$ cat config.mk
export PLATFORM = sky130hd
export DESIGN_NAME = mem_arbiter_flat
export DESIGN_NICKNAME = d
export VERILOG_FILES = /design/src/rtl/mem_arbiter_if.sv /design/src/rtl/mem_arbiter.sv /design/src/flat_wrapper.sv
export SDC_FILE = /design/constraint.sdc
export NUM_CORES = 1
export LEC_CHECK = 0
export ABC_AREA = 1
export ABC_CLOCK_PERIOD_IN_PS = 4350
export CORE_MARGIN = 3
export CORE_UTILIZATION = 35
export CTS_CLUSTER_SIZE = 16
export DETAILED_ROUTE_END_ITERATION = 10
export PLACE_DENSITY = 0.68
export SETUP_SLACK_MARGIN = 0.05
export SLEW_MARGIN = 20
export SYNTH_ARGS = -nofsm -noshare
export SYNTH_HDL_FRONTEND = slang
export SYNTH_SLANG_ARGS = --single-unit
$ cat constraint.sdc
create_clock -name clk -period 4.35 [get_ports clk]
set_clock_uncertainty 0.2 [all_clocks]
set_input_delay 0.6525 -clock clk [delete_from_list [all_inputs] [get_ports clk]]
set_output_delay 0.6525 -clock clk [all_outputs]
set_load 0.02 [all_outputs]
$ cat src/rtl/mem_arbiter_if.sv
// Bus bundle between the memory arbiter, the two cache fill paths, the D-side
// store path and the main-memory port.
interface mem_arbiter_if;
  logic        i_miss;
  logic [15:0] i_addr;
  logic        d_miss;
  logic        d_wr;
  logic [15:0] d_addr;
  logic [15:0] d_wdata;
  logic        mem_en;
  logic        mem_wr;
  logic [15:0] mem_addr;
  logic [15:0] mem_wdata;
  logic [15:0] mem_data_in;
  logic        mem_data_valid;
  logic        fill_we;
  logic        fill_sel;
  logic [2:0]  fill_word;
  logic [15:0] fill_data;
  logic        i_done;
  logic        d_done;
  logic        busy;

  modport master (
    input  i_miss, i_addr, d_miss, d_wr, d_addr, d_wdata,
    input  mem_data_in, mem_data_valid,
    output mem_en, mem_wr, mem_addr, mem_wdata,
    output fill_we, fill_sel, fill_word, fill_data,
    output i_done, d_done, busy
  );

  modport slave (
    output i_miss, i_addr, d_miss, d_wr, d_addr, d_wdata,
    output mem_data_in, mem_data_valid,
    input  mem_en, mem_wr, mem_addr, mem_wdata,
    input  fill_we, fill_sel, fill_word, fill_data,
    input  i_done, d_done, busy
  );
endinterface

$ cat src/rtl/mem_arbiter.sv
// Main-memory arbiter: serialised, non-preemptible block fills for the I/D
// caches plus single-cycle D-side write-through stores.
module mem_arbiter #(
  parameter int MEM_LAT = 4,
  parameter int WORDS   = 8
) (
  input logic          clk,
  input logic          rst,
  mem_arbiter_if.master bus
);

  localparam int WW  = $clog2(WORDS);
  localparam int OFF = WW + 1;
  localparam logic [WW:0]   WORDS_C   = (WW+1)'(WORDS);
  localparam logic [WW-1:0] LAST_C    = WW'(WORDS - 1);
  localparam logic [15:0]   BASE_MASK = ~16'((2 * WORDS) - 1);

  // Returns can never arrive in their own issue cycle, and a block needs at least two words.
  if (MEM_LAT < 1 || WORDS < 2) begin : g_param_check
    $error("mem_arbiter: MEM_LAT must be >= 1 and WORDS >= 2");
  end

  typedef enum logic [1:0] {
    IDLE  = 2'd0,
    FILL  = 2'd1,
    WRITE = 2'd2
  } state_t;

  state_t        state_r, state_s;
  logic [WW:0]   ic_r, ic_s;
  logic [WW-1:0] rc_r, rc_s;
  logic          owner_r, owner_s;
  logic [15:0]   base_r, base_s;
  logic [15:0]   waddr_r, waddr_s;
  logic [15:0]   wdata_r, wdata_s;

  // State, counters and latched grant information.
  always_ff @(posedge clk or posedge rst) begin
    if (rst) begin
      state_r <= IDLE;
      ic_r    <= '0;
      rc_r    <= '0;
      owner_r <= 1'b0;
      base_r  <= 16'h0000;
      waddr_r <= 16'h0000;
      wdata_r <= 16'h0000;
    end else begin
      state_r <= state_s;
      ic_r    <= ic_s;
      rc_r    <= rc_s;
      owner_r <= owner_s;
      base_r  <= base_s;
      waddr_r <= waddr_s;
      wdata_r <= wdata_s;
    end
  end

  // Arbitration in IDLE (d_miss > d_wr > i_miss) and fill progress tracking.
  always_comb begin
    state_s = state_r;
    ic_s    = ic_r;
    rc_s    = rc_r;
    owner_s = owner_r;
    base_s  = base_r;
    waddr_s = waddr_r;
    wdata_s = wdata_r;
    case (state_r)
      IDLE: begin
        ic_s = '0;
        rc_s = '0;
        if (bus.d_miss) begin
          state_s = FILL;
          owner_s = 1'b1;
          base_s  = bus.d_addr & BASE_MASK;
        end else if (bus.d_wr) begin
          state_s = WRITE;
          waddr_s = bus.d_addr;
          wdata_s = bus.d_wdata;
        end else if (bus.i_miss) begin
          state_s = FILL;
          owner_s = 1'b0;
          base_s  = bus.i_addr & BASE_MASK;
        end else begin
          state_s = IDLE;
        end
      end
      FILL: begin
        if (ic_r < WORDS_C) begin
          ic_s = ic_r + {{WW{1'b0}}, 1'b1};
        end else begin
          ic_s = ic_r;
        end
        if (bus.mem_data_valid && (rc_r == LAST_C)) begin
          state_s = IDLE;
          ic_s    = '0;
          rc_s    = '0;
        end else if (bus.mem_data_valid) begin
          rc_s = rc_r + {{(WW-1){1'b0}}, 1'b1};
        end else begin
          rc_s = rc_r;
        end
      end
      WRITE: begin
        state_s = IDLE;
      end
      default: begin
        state_s = IDLE;
        ic_s    = '0;
        rc_s    = '0;
      end
    endcase
  end

  // Memory strobes decode from registered state; fill/done follow the return in the same cycle.
  always_comb begin
    bus.mem_en    = 1'b0;
    bus.mem_wr    = 1'b0;
    bus.mem_addr  = 16'h0000;
    bus.mem_wdata = 16'h0000;
    bus.fill_we   = 1'b0;
    bus.fill_sel  = 1'b0;
    bus.fill_word = 3'd0;
    bus.fill_data = 16'h0000;
    bus.i_done    = 1'b0;
    bus.d_done    = 1'b0;
    bus.busy      = 1'b0;
    case (state_r)
      IDLE: begin
        bus.busy = 1'b0;
      end
      FILL: begin
        bus.busy = 1'b1;
        if (ic_r < WORDS_C) begin
          bus.mem_en   = 1'b1;
          bus.mem_addr = base_r | {{(16-OFF){1'b0}}, ic_r[WW-1:0], 1'b0};
        end else begin
          bus.mem_en = 1'b0;
        end
        if (bus.mem_data_valid) begin
          bus.fill_we   = 1'b1;
          bus.fill_sel  = owner_r;
          bus.fill_word = 3'(rc_r);
          bus.fill_data = bus.mem_data_in;
          bus.i_done    = (rc_r == LAST_C) && !owner_r;
          bus.d_done    = (rc_r == LAST_C) && owner_r;
        end else begin
          bus.fill_we = 1'b0;
        end
      end
      WRITE: begin
        bus.busy      = 1'b1;
        bus.mem_en    = 1'b1;
        bus.mem_wr    = 1'b1;
        bus.mem_addr  = waddr_r;
        bus.mem_wdata = wdata_r;
        bus.d_done    = 1'b1;
      end
      default: begin
        bus.busy = 1'b0;
      end
    endcase
  end

endmodule
$ cat src/flat_wrapper.sv
// flat-port wrapper written by rule: the top's interface ports become plain ports
module mem_arbiter_flat 
#(
  parameter int MEM_LAT = 4,
  parameter int WORDS   = 8
)
  (clk, rst, bus_i_miss, bus_i_addr, bus_d_miss, bus_d_wr, bus_d_addr, bus_d_wdata, bus_mem_data_in, bus_mem_data_valid, bus_mem_en, bus_mem_wr, bus_mem_addr, bus_mem_wdata, bus_fill_we, bus_fill_sel, bus_fill_word, bus_fill_data, bus_i_done, bus_d_done, bus_busy);
  mem_arbiter_if bus_i ();
  input logic clk;
  input logic rst;
  input wire logic [$bits(bus_i.i_miss)-1:0] bus_i_miss;
  input wire logic [$bits(bus_i.i_addr)-1:0] bus_i_addr;
  input wire logic [$bits(bus_i.d_miss)-1:0] bus_d_miss;
  input wire logic [$bits(bus_i.d_wr)-1:0] bus_d_wr;
  input wire logic [$bits(bus_i.d_addr)-1:0] bus_d_addr;
  input wire logic [$bits(bus_i.d_wdata)-1:0] bus_d_wdata;
  input wire logic [$bits(bus_i.mem_data_in)-1:0] bus_mem_data_in;
  input wire logic [$bits(bus_i.mem_data_valid)-1:0] bus_mem_data_valid;
  output wire logic [$bits(bus_i.mem_en)-1:0] bus_mem_en;
  output wire logic [$bits(bus_i.mem_wr)-1:0] bus_mem_wr;
  output wire logic [$bits(bus_i.mem_addr)-1:0] bus_mem_addr;
  output wire logic [$bits(bus_i.mem_wdata)-1:0] bus_mem_wdata;
  output wire logic [$bits(bus_i.fill_we)-1:0] bus_fill_we;
  output wire logic [$bits(bus_i.fill_sel)-1:0] bus_fill_sel;
  output wire logic [$bits(bus_i.fill_word)-1:0] bus_fill_word;
  output wire logic [$bits(bus_i.fill_data)-1:0] bus_fill_data;
  output wire logic [$bits(bus_i.i_done)-1:0] bus_i_done;
  output wire logic [$bits(bus_i.d_done)-1:0] bus_d_done;
  output wire logic [$bits(bus_i.busy)-1:0] bus_busy;
  assign bus_i.i_miss = bus_i_miss;
  assign bus_i.i_addr = bus_i_addr;
  assign bus_i.d_miss = bus_d_miss;
  assign bus_i.d_wr = bus_d_wr;
  assign bus_i.d_addr = bus_d_addr;
  assign bus_i.d_wdata = bus_d_wdata;
  assign bus_i.mem_data_in = bus_mem_data_in;
  assign bus_i.mem_data_valid = bus_mem_data_valid;
  assign bus_mem_en = bus_i.mem_en;
  assign bus_mem_wr = bus_i.mem_wr;
  assign bus_mem_addr = bus_i.mem_addr;
  assign bus_mem_wdata = bus_i.mem_wdata;
  assign bus_fill_we = bus_i.fill_we;
  assign bus_fill_sel = bus_i.fill_sel;
  assign bus_fill_word = bus_i.fill_word;
  assign bus_fill_data = bus_i.fill_data;
  assign bus_i_done = bus_i.i_done;
  assign bus_d_done = bus_i.d_done;
  assign bus_busy = bus_i.busy;
  mem_arbiter #(.MEM_LAT(MEM_LAT), .WORDS(WORDS)) u_core (.clk(clk), .rst(rst), .bus(bus_i));
endmodule
==> flow_summary.ini <==
[timing]
max_slew_margin_pct = 50.11
post-route-period-util_pct = 77.21
setup_violations = 0
rsz0062_at_grt = no
finalMaxSlewViolations = 0
worstMarginPinSlew_ns = 0.7473
timing.setup.tns_ns = 0
max_freq_mhz = 297.7
fin_crit_ns = 3.359
finalHoldViolations = 0

[final_layout]
antenna_cells = 0
synthToLayoutAreaGrowth_pct = 45.18
fin_nets = 615
n_fill_cell = 827
drive_above_1_share_pct = 3.333

[yosys]
synth.distinct_cells = 19
syn_area_per_cell_um2 = 7.001
yosysSeqAreaShare_pct = 45.09
syn_area_um2 = 2997
netlist_instances = 428
syn_nets = 504
synth_warnings = 0
ys_ff_latch = 54

[floorplanning]
rows = 33
dieWidth_um = 98.53
start_util_pct = 36.29
coreArea_um2 = 8258
die_h_um = 98.53
io_pins = 128
dieArea_um2 = 9708

[setup_path]
path_cells = inv_1 -> ha_1 -> clkinv_1 -> a21oi_1 -> clkdlybuf4s50_1
slowest_delay_ns = 0.65
endpoint_kind = output port
slowest_stage = clkdlybuf4s50_1
required_ns = 3.50
path_class = register to output port
crit_fanout = 17
start_kind = register
crit_arrival_ns = 2.51

[clock_network]
cts_tree = yes
cts-htree-levels = 2
cts_root_buffer = clkbuf_8
clk_pin_slew_ns = 0.10
ctsHoldBuffers = 0
cts_inserted_buffers = 5
clkLatencyLatePin_ns = 0.30
cts_buffer_depth = 2
cts_resized = 0
cts.sinks = 54
cts_setup_buffers = 0

[grt]
grt_usage_pct = 17.80
grt_max_degree = 40
grt_pass1_wl_um = 14220
grt_overflow = 0
grt_pass1_vias = 2898
antenna_found_initial = 0

[place]
dp_hpwl_um = 6015
gp_congestion = 0.7176
io_buffers = 123

[drt]
dr.pass1.iters = 4
drc = 0
wl_per_cell_um = 13.16
antenna_left = 0
num_vias = 2924
viasPerCell = 4.533
drt_iter0_drc = 121
wl_um = 8488

[worst_hold_path]
hp-class = register to register

[power_and_ir_drop]
finalPower_mw = 2.276
cellPowerDensity_nw_per_um2 = 523.1
ir_drop_mv = 0.2473
leakage_nw = 2.218

[run_status]
outcome = completed

[job]
drv_cap = 0
per-layer routing:
| layer | GRT usage [%] | vias to the layer above | share of wire (%) |
|---|---|---|---|
| met5 | 0 | - | 0 |
| met4 | 3.992 | 0 | 0.79 |
| met3 | 2.619 | 5 | 4.4 |
| met2 | 29.33 | 69 | 50 |
| met1 | 24.94 | 1332 | 45 |
| li1 | - | 1518 | - |
synth_stat cells:
cell / count / area share, %
buf_6: 3 / 1.1
o21ai_0: 18 / 3.0
nor2_1: 36 / 4.5
nor2_4: 1 / 0.38
buf_4: 3 / 0.75
ha_1: 6 / 2.5
nor2_8: 1 / 0.67
nand4_1: 1 / 0.21
clkbuf_1: 5 / 0.63
nand3_1: 42 / 7.0
nand2_2: 2 / 0.42
nand2_1: 157 / 20
clkinv_1: 1 / 0.13
buf_1: 1 / 0.13
dfrtp_1: 54 / 45
inv_1: 62 / 7.8
buf_2: 11 / 1.8
nand3_2: 1 / 0.33
a21oi_1: 23 / 3.8
final cells by class:
cell class	count	area (um^2)	share of cell area, %
inverter	63	236.5	5.436
sequential	54	1351	31.06
multi-input combinational	288	1275	29.31
timing repair buffer	127	1261	28.99
clock inverter	2	12.51	0.2876
tap	105	131.4	3.020
clock buffer	6	82.58	1.898
power breakdown:
group	switching, mW	total (mW)	internal (mW)
logic	0.691	1.12	0.429
clock network	0.167	0.295	0.128
registers	0.128	0.860	0.732
total	0.986	2.28	1.29
final timing paths:
path	cells after the start	from	to	slack, ns
setup / recovery	5	u_core.state_r[0]	bus_mem_addr[11]	0.99
hold / removal	2	u_core.wdata_r[4]	u_core.wdata_r[4]	0.28
setup reg to reg	6	u_core.state_r[0]	u_core.owner_r	2.06
hold reg to reg	2	u_core.wdata_r[4]	u_core.wdata_r[4]	0.28
max in group asynchronous	3	rst	u_core.base_r[5]	2.60
min in group asynchronous	2	rst	u_core.base_r[11]	0.60
worst max-delay path, delay by kind of cell (launching register included):
kind	cells	cell delay (ns)
adder cells (fa/ha/maj)	1	0.30
buffers and inverters	3	1.16
AO/OA/AOI/OAI	1	0.34
flip-flops	1	0.39
cell families after synthesis:
group / share of synthesized area [%]
compound gates: 6.848
fa+ha+maj: 2.505
simple gates: 33.19
buf+inv: 12.36
flops: 45.09
placed cells by master (no fill, tap or decap):
cell type	synthesis	final
clkinvlp_4	0	1
nor2_1	36	36
buf_4	3	4
inv_1	62	61
nor2_8	1	1
nand3_2	1	1
clkbuf_8	0	6
inv_2	0	1
dfrtp_1	54	54
nor2_4	1	1
clkinv_2	0	1
ha_1	6	6
nand2_1	157	157
a21oi_1	23	23
nand4_1	1	1
o21ai_0	18	18
clkinv_1	1	1
nand2_2	2	2
clkdlybuf4s50_1	0	123
nand3_1	42	42
flip-flops by register name, summed over array words and instances (netlist names):
signal / count
u_core.base_r: 12
u_core.ic_r: 4
u_core.owner_r: 1
u_core.rc_r: 3
u_core.state_r: 2
u_core.waddr_r: 16
u_core.wdata_r: 16
per-stage QoR:
step	instance area, um^2	hold slack, ns	util [%]	worst slack (ns)	cells
final	4350	0.2804	52.68	0.9912	645
after global routing	4350	0.3060	52.68	0.7623	645
after CTS	4350	0.2820	52.68	0.9345	645
after detailed placement	4255	0.2588	51.53	1.044	637
after global placement	4255	0.2533	51.53	1.081	637
after floorplan	2997	0.2417	-	1.915	428
No activity file was read; power rests on OpenSTA's default activity.
